**src/rtl/lin_node_ctrl.sv**
```systemverilog
// lin_node_ctrl: power-mode controller for a LIN slave node.
// Sequences INIT -> OPERATION -> SLEEP and wakes on bus wake-up or header.
// Define LIN_LOCAL_WAKE_EN to add node-originated wake-up (WAKE_TX/WAKE_WAIT
// with bounded retries); without it local_wake_req is ignored and
// wake_tx/wake_fail are tied low.
module lin_node_ctrl #(
  parameter int INIT_CYCLES       = 30,
  parameter int IDLE_TIMEOUT      = 100,
  parameter int WAKE_PULSE_CYCLES = 8,
  parameter int WAKE_WAIT_CYCLES  = 50,
  parameter int WAKE_RETRIES      = 2,
  parameter int CNT_W             = 16
) (
  input  logic       clk,
  input  logic       reset,
  input  logic       hdr_valid,
  input  logic [7:0] hdr_pid,
  input  logic       sleep_cmd,
  input  logic       bus_active,
  input  logic       bus_wake_det,
  input  logic       local_wake_req,
  output logic       init_start,
  output logic       init_finish,
  output logic       en_slv_operation,
  output logic       s_read_from_mem,
  output logic       wake_tx,
  output logic       master_req,
  output logic       wake_fail,
  output logic [2:0] state
);

  typedef enum logic [2:0] {
    ST_INIT  = 3'd0,
    ST_OPER  = 3'd1,
    ST_SLEEP = 3'd2,
    ST_WTX   = 3'd3,
    ST_WWAIT = 3'd4
  } state_t;

  localparam logic [CNT_W-1:0] LP_INIT_LAST  = CNT_W'(INIT_CYCLES - 1);
  localparam logic [CNT_W-1:0] LP_IDLE_LAST  = CNT_W'(IDLE_TIMEOUT - 1);
  localparam logic [CNT_W-1:0] LP_PULSE_LAST = CNT_W'(WAKE_PULSE_CYCLES - 1);
  localparam logic [CNT_W-1:0] LP_WAIT_LAST  = CNT_W'(WAKE_WAIT_CYCLES - 1);
  localparam logic [3:0]       LP_RETRIES    = 4'(WAKE_RETRIES);

  state_t           r_state;
  state_t           w_next;
  logic [CNT_W-1:0] r_timer;
  logic             r_run;       // low until the first edge after reset release
  logic             w_activity;
  logic             w_state_chg;
  logic             w_mreq;
  logic             w_finish;
  logic             w_fail;
  logic             w_unused_ok;

`ifdef LIN_LOCAL_WAKE_EN
  logic [3:0] r_retry;
  logic       w_retry_clr;
  logic       w_retry_inc;
  assign w_unused_ok = ^hdr_pid;
`else
  assign w_unused_ok = ^{hdr_pid, local_wake_req, LP_PULSE_LAST, LP_WAIT_LAST, LP_RETRIES};
`endif

  assign w_activity  = bus_active | hdr_valid;
  // The reset-release edge counts as entry into INIT so INIT spans exactly INIT_CYCLES.
  assign w_state_chg = !r_run || (w_next != r_state);
  assign state       = r_state;

  // State register and run flag
  always_ff @(posedge clk or negedge reset) begin
    if (!reset) begin
      r_state <= ST_INIT;
      r_run   <= 1'b0;
    end else begin
      r_state <= w_next;
      r_run   <= 1'b1;
    end
  end

  // Next-state decode and transition pulses
  always_comb begin
    w_next   = r_state;
    w_mreq   = 1'b0;
    w_finish = 1'b0;
    w_fail   = 1'b0;
`ifdef LIN_LOCAL_WAKE_EN
    w_retry_clr = 1'b0;
    w_retry_inc = 1'b0;
`endif
    if (!r_run) begin
      w_next = ST_INIT;
    end else begin
      case (r_state)
        ST_INIT: begin
          if (r_timer == LP_INIT_LAST) begin
            w_next   = ST_OPER;
            w_finish = 1'b1;
          end
        end
        ST_OPER: begin
          if (sleep_cmd) w_next = ST_SLEEP;
          else if (!w_activity && (r_timer == LP_IDLE_LAST)) w_next = ST_SLEEP;
        end
        ST_SLEEP: begin
          if (bus_wake_det || hdr_valid) begin
            w_next = ST_INIT;
            w_mreq = 1'b1;
          end
`ifdef LIN_LOCAL_WAKE_EN
          else if (local_wake_req) begin
            w_next      = ST_WTX;
            w_retry_clr = 1'b1;
          end
`endif
        end
`ifdef LIN_LOCAL_WAKE_EN
        ST_WTX: begin
          if (r_timer == LP_PULSE_LAST) w_next = ST_WWAIT;
        end
        ST_WWAIT: begin
          // A response on the timeout cycle wins over a retry.
          if (hdr_valid || bus_active) begin
            w_next = ST_INIT;
            w_mreq = 1'b1;
          end else if (r_timer == LP_WAIT_LAST) begin
            if (r_retry < LP_RETRIES) begin
              w_next      = ST_WTX;
              w_retry_inc = 1'b1;
            end else begin
              w_next = ST_SLEEP;
              w_fail = 1'b1;
            end
          end
        end
`endif
        default: w_next = ST_INIT;
      endcase
    end
  end

  // Shared timer: restarts on state change and on activity in OPERATION, saturates otherwise
  always_ff @(posedge clk or negedge reset) begin
    if (!reset) begin
      r_timer <= '0;
    end else if (w_state_chg || ((r_state == ST_OPER) && w_activity)) begin
      r_timer <= '0;
    end else if (r_timer != '1) begin
      r_timer <= r_timer + CNT_W'(1);
    end
  end

  // Registered outputs decoded from the next state
  always_ff @(posedge clk or negedge reset) begin
    if (!reset) begin
      init_start       <= 1'b0;
      init_finish      <= 1'b0;
      en_slv_operation <= 1'b0;
      s_read_from_mem  <= 1'b0;
      master_req       <= 1'b0;
    end else begin
      init_start       <= (w_next == ST_INIT);
      init_finish      <= w_finish;
      en_slv_operation <= (w_next == ST_OPER);
      s_read_from_mem  <= (w_next == ST_OPER);
      master_req       <= w_mreq;
    end
  end

`ifdef LIN_LOCAL_WAKE_EN
  // Retry counter for node-originated wake attempts
  always_ff @(posedge clk or negedge reset) begin
    if (!reset)           r_retry <= '0;
    else if (w_retry_clr) r_retry <= '0;
    else if (w_retry_inc) r_retry <= r_retry + 4'd1;
  end

  // Wake pulse drive and give-up pulse
  always_ff @(posedge clk or negedge reset) begin
    if (!reset) begin
      wake_tx   <= 1'b0;
      wake_fail <= 1'b0;
    end else begin
      wake_tx   <= (w_next == ST_WTX);
      wake_fail <= w_fail;
    end
  end
`else
  assign wake_tx   = 1'b0;
  assign wake_fail = 1'b0;
`endif

endmodule
```
**config.mk**
```make
export PLATFORM = sky130hd
export DESIGN_NAME = lin_node_ctrl
export DESIGN_NICKNAME = d
export VERILOG_FILES = /design/src/rtl/lin_node_ctrl.sv
export SDC_FILE = /design/constraint.sdc
export NUM_CORES = 1
export LEC_CHECK = 0
export BUFFER_PORTS_ARGS = -buffer_cell sky130_fd_sc_hd__buf_4
export CORE_AREA = 2 2 69 71
export CTS_CLUSTER_DIAMETER = 80
export CTS_CLUSTER_SIZE = 25
export DETAILED_ROUTE_END_ITERATION = 8
export DIE_AREA = 0 0 71 73
export HOLD_SLACK_MARGIN = 0.03
export SLEW_MARGIN = 30
export SYNTH_ARGS = -nofsm -noshare
export SYNTH_HDL_FRONTEND = slang
export SYNTH_SLANG_ARGS = --single-unit
```
**constraint.sdc**
```tcl
create_clock -name clk -period 1.8 [get_ports clk]
set_input_delay 0.18 -clock clk [delete_from_list [all_inputs] [get_ports clk]]
set_output_delay 0.18 -clock clk [all_outputs]
set_load 0.05 [all_outputs]
```
==> flow_summary.toml <==
[outcome]
status = "finished with violations"
violations = "setup timing"

[global_route]
grt_first_pass_wirelength_mm = 5.22
grt_max_degree = 25
grt_pass1_vias = 1164
grtUsageTotal_pct = 12.7
antenna_found_initial = 0
overflow = 0

[cts]
tritoncts = "built"
cts.sinks = 24
clock_latency_ns = 0.27
cts_made_buffers = 3
clockRootBuffer = "clkbuf_8"
ctsLongestPathBuffers = 2
htree_levels = 1
clk_pin_slew_ns = 0.09

[synth]
yosysWarnings = 0
synth_ff_type = "dfrtp_1"
synth_common_cells = "dfrtp_1 (24), nor2_2 (8), nand3_1 (7), nand4_1 (7), xor2_1 (7)"
synthMostInstantiatedCell = "dfrtp_1"
synth.avg_cell_area_sq_um = 10.4
yosysTopAreaCell = "dfrtp_1"
syn_area_sq_um = 1310
seq_area_frac_synth_pct = 46.0
synthTopCellsByArea = "dfrtp_1 (46%), xor2_1 (4.7%), nor2_2 (3.8%)"
synth_edf_count = 0
yosys_register_bits = 24
synth_cell_types = 41
synthArstFlopShare_pct = 100
syn_inst = 125
synth_top_area_share_pct = 46.0

[sta]
worst_slack_ns = -0.0757
finClkSkew_ns = 0.00367
max_freq_ghz = 0.533
worst_hold_slack_ns = 0.219
finalCriticalPeriod_ns = 1.88
finalSetupViolations = 16
rsz0062_at_grt = "true"
slew_viol_final = 0
period_share_pct = 104
hold_violations = 0

[layout]
n_antenna_cell = 0
fin_nets = 191
drive_above_1_share_pct = 48.6
fillerInstances = 426
area_growth_pct = 40.8

[drt]
drc = 0
wl_per_cell_microns = 13.8
viasPerCell = 5.12
drtIter0Drc = 43
ant_nets = 0
dr_total_vias = 1163
routed_wl_mm = 3.13
first_pass_iters = 4

[setup_path]
r2r_end = "r_timer[2]$_DFFE_PN0P_"
r2r_start = "state[2]$_DFF_PN0_"
critPathRequiredTime_ns = 1.96
crit_chain = "nand2b_4 -> or4_4 -> nor4_4 -> a2111o_2 -> nor2_2"
cp_data_arrival_time_ns = 2.03
cp-start-kind = "flop"
max_stage_delay_ns = 0.50
worstPathMaxFanout = 8
crit_type = "flop to flop"
r2r_cells = 5
reg2reg_slack_ns = -0.08
slowest_stage = "or4_4"
crit_path_end_kind = "flop"

[die]
row_count = 25
fp.dieH_microns = 73
ioPinCount = 25
dieArea_sq_um = 5180
initial_core_util_pct = 28.8
coreArea_sq_um = 4540
chipWidth_microns = 71

[min_path]
hp-start = "bus_wake_det"
hold_class = "input pin to flop"
hold_path_depth = 3
min_to = "master_req$_DFF_PN0_"

[placed_design]
gp_congestion = 0.783
dp_hpwl_mm = 2.05
port_buffers = 13

[power]
power_density_nw_per_um2 = 547
peakVddDrop_uv = 239
p_leak_uw = 0.000829
p_total_uw = 1010

[job]
cap_violations = 0
## logic make-up (layout without fill, tap and decap cells)
family / after synthesis / count (layout) / synth area share, %
simple gates: 55 / 55 / 27.0
fa+ha+maj: 2 / 2 / 1.92
other cells: 2 / 4 / 0.575
buf+inv: 11 / 56 / 5.27
flops: 24 / 24 / 46.0
mux: 1 / 1 / 0.767
compound gates: 22 / 23 / 13.0
xor+xnor: 8 / 8 / 5.37
## power breakdown
part           switching (uW)  leakage, uW  internal, uW
sequential               3.76     0.000320           543
combinational            51.0     0.000480          31.3
clock                     180    0.0000288           196
## what timing repair did
item                                    in CTS  in global routing
pin swaps                                    8                  5
hold endpoints to repair                    24                  0
setup buffers                                5                  1
hold buffers                                 1                  0
endpoints found under the setup margin      18                 20
gates cloned                                 1                  0
gates resized for setup                     12                  3
## critical path: cells and delay by family (launching register included)
family           cells  cell delay (ns)
AO/OA/AOI/OAI        1             0.31
AND/OR/NAND/NOR      4             1.05
flip-flops           1             0.41
## sequential cells by signal, summed over array words and instances, names as in the netlist
| register | flops |
|---|---|
| r_run | 1 |
| master_req | 1 |
| r_timer | 16 |
| init_finish | 1 |
| init_start | 1 |
| s_read_from_mem | 1 |
| state | 3 |
## stage by stage
stage	area, sq um	utilization [%]	TNS, ns	std cells	worst slack (ns)
finish	1840	40.5	-0.766	227	-0.0757
global route	1840	40.5	-1.99	227	-0.146
CTS	1830	40.4	-0.511	228	-0.0590
detailed placement	1660	36.6	-0.372	217	-0.0595
global placement	1660	36.6	-0.662	217	-0.0756
floorplan	1320	-	-1.11	127	-0.114
## worst max path at each step
stage / start / end / cells past startpoint
finish: state[2]$_DFF_PN0_ / r_timer[2]$_DFFE_PN0P_ / 5
global route: state[2]$_DFF_PN0_ / r_timer[15]$_DFFE_PN0P_ / 5
CTS: r_timer[2]$_DFFE_PN0P_ / r_timer[2]$_DFFE_PN0P_ / 6
detailed placement: r_timer[10]$_DFFE_PN0P_ / s_read_from_mem$_DFF_PN0_ / 6
global placement: r_timer[10]$_DFFE_PN0P_ / s_read_from_mem$_DFF_PN0_ / 6
floorplan: state[2]$_DFF_PN0_ / r_timer[14]$_DFFE_PN0P_ / 6
## cells in the final DEF (no fill, tap or decap), drive strengths merged
master,instances
o21bai,1
a2111o,2
and3,1
nand3,8
inv,4
a311oi,1
conb,4
nand2b,5
and4,3
ha,2
a31oi,2
or4,2
xor2,7
nor3,3
dfrtp,24
or2,2
xnor2,1
dlygate4sd3,1
o21ai,1
clkbuf,4
and2,1
nor4,4
nand2,3
a21oi,7
mux2i,1
o32a,1
o22a,1
nand4b,1
nand4,7
buf,47
nor2,14
nor2b,1
a211oi,7
## layer usage
metal  GRT usage, %  share of wire (%)  vias to the layer above
li1               -                  -                      549
met1           15.2                 45                      583
met2           22.2                 49                       26
met3           1.52                3.2                        5
met4           7.13                1.9                        0
met5              0                  0                        -
## layout make-up
class | count | area (sq um) | area share, %
Multi-Input combinational cell | 93 | 729 | 39.7
Sequential cell | 24 | 604 | 32.9
Timing Repair Buffer | 48 | 367 | 19.9
Tap cell | 54 | 67.6 | 3.68
Clock buffer | 4 | 55.1 | 3.00
Inverter | 4 | 15.0 | 0.817
Note: power is estimated with default switching activity, not from simulation.
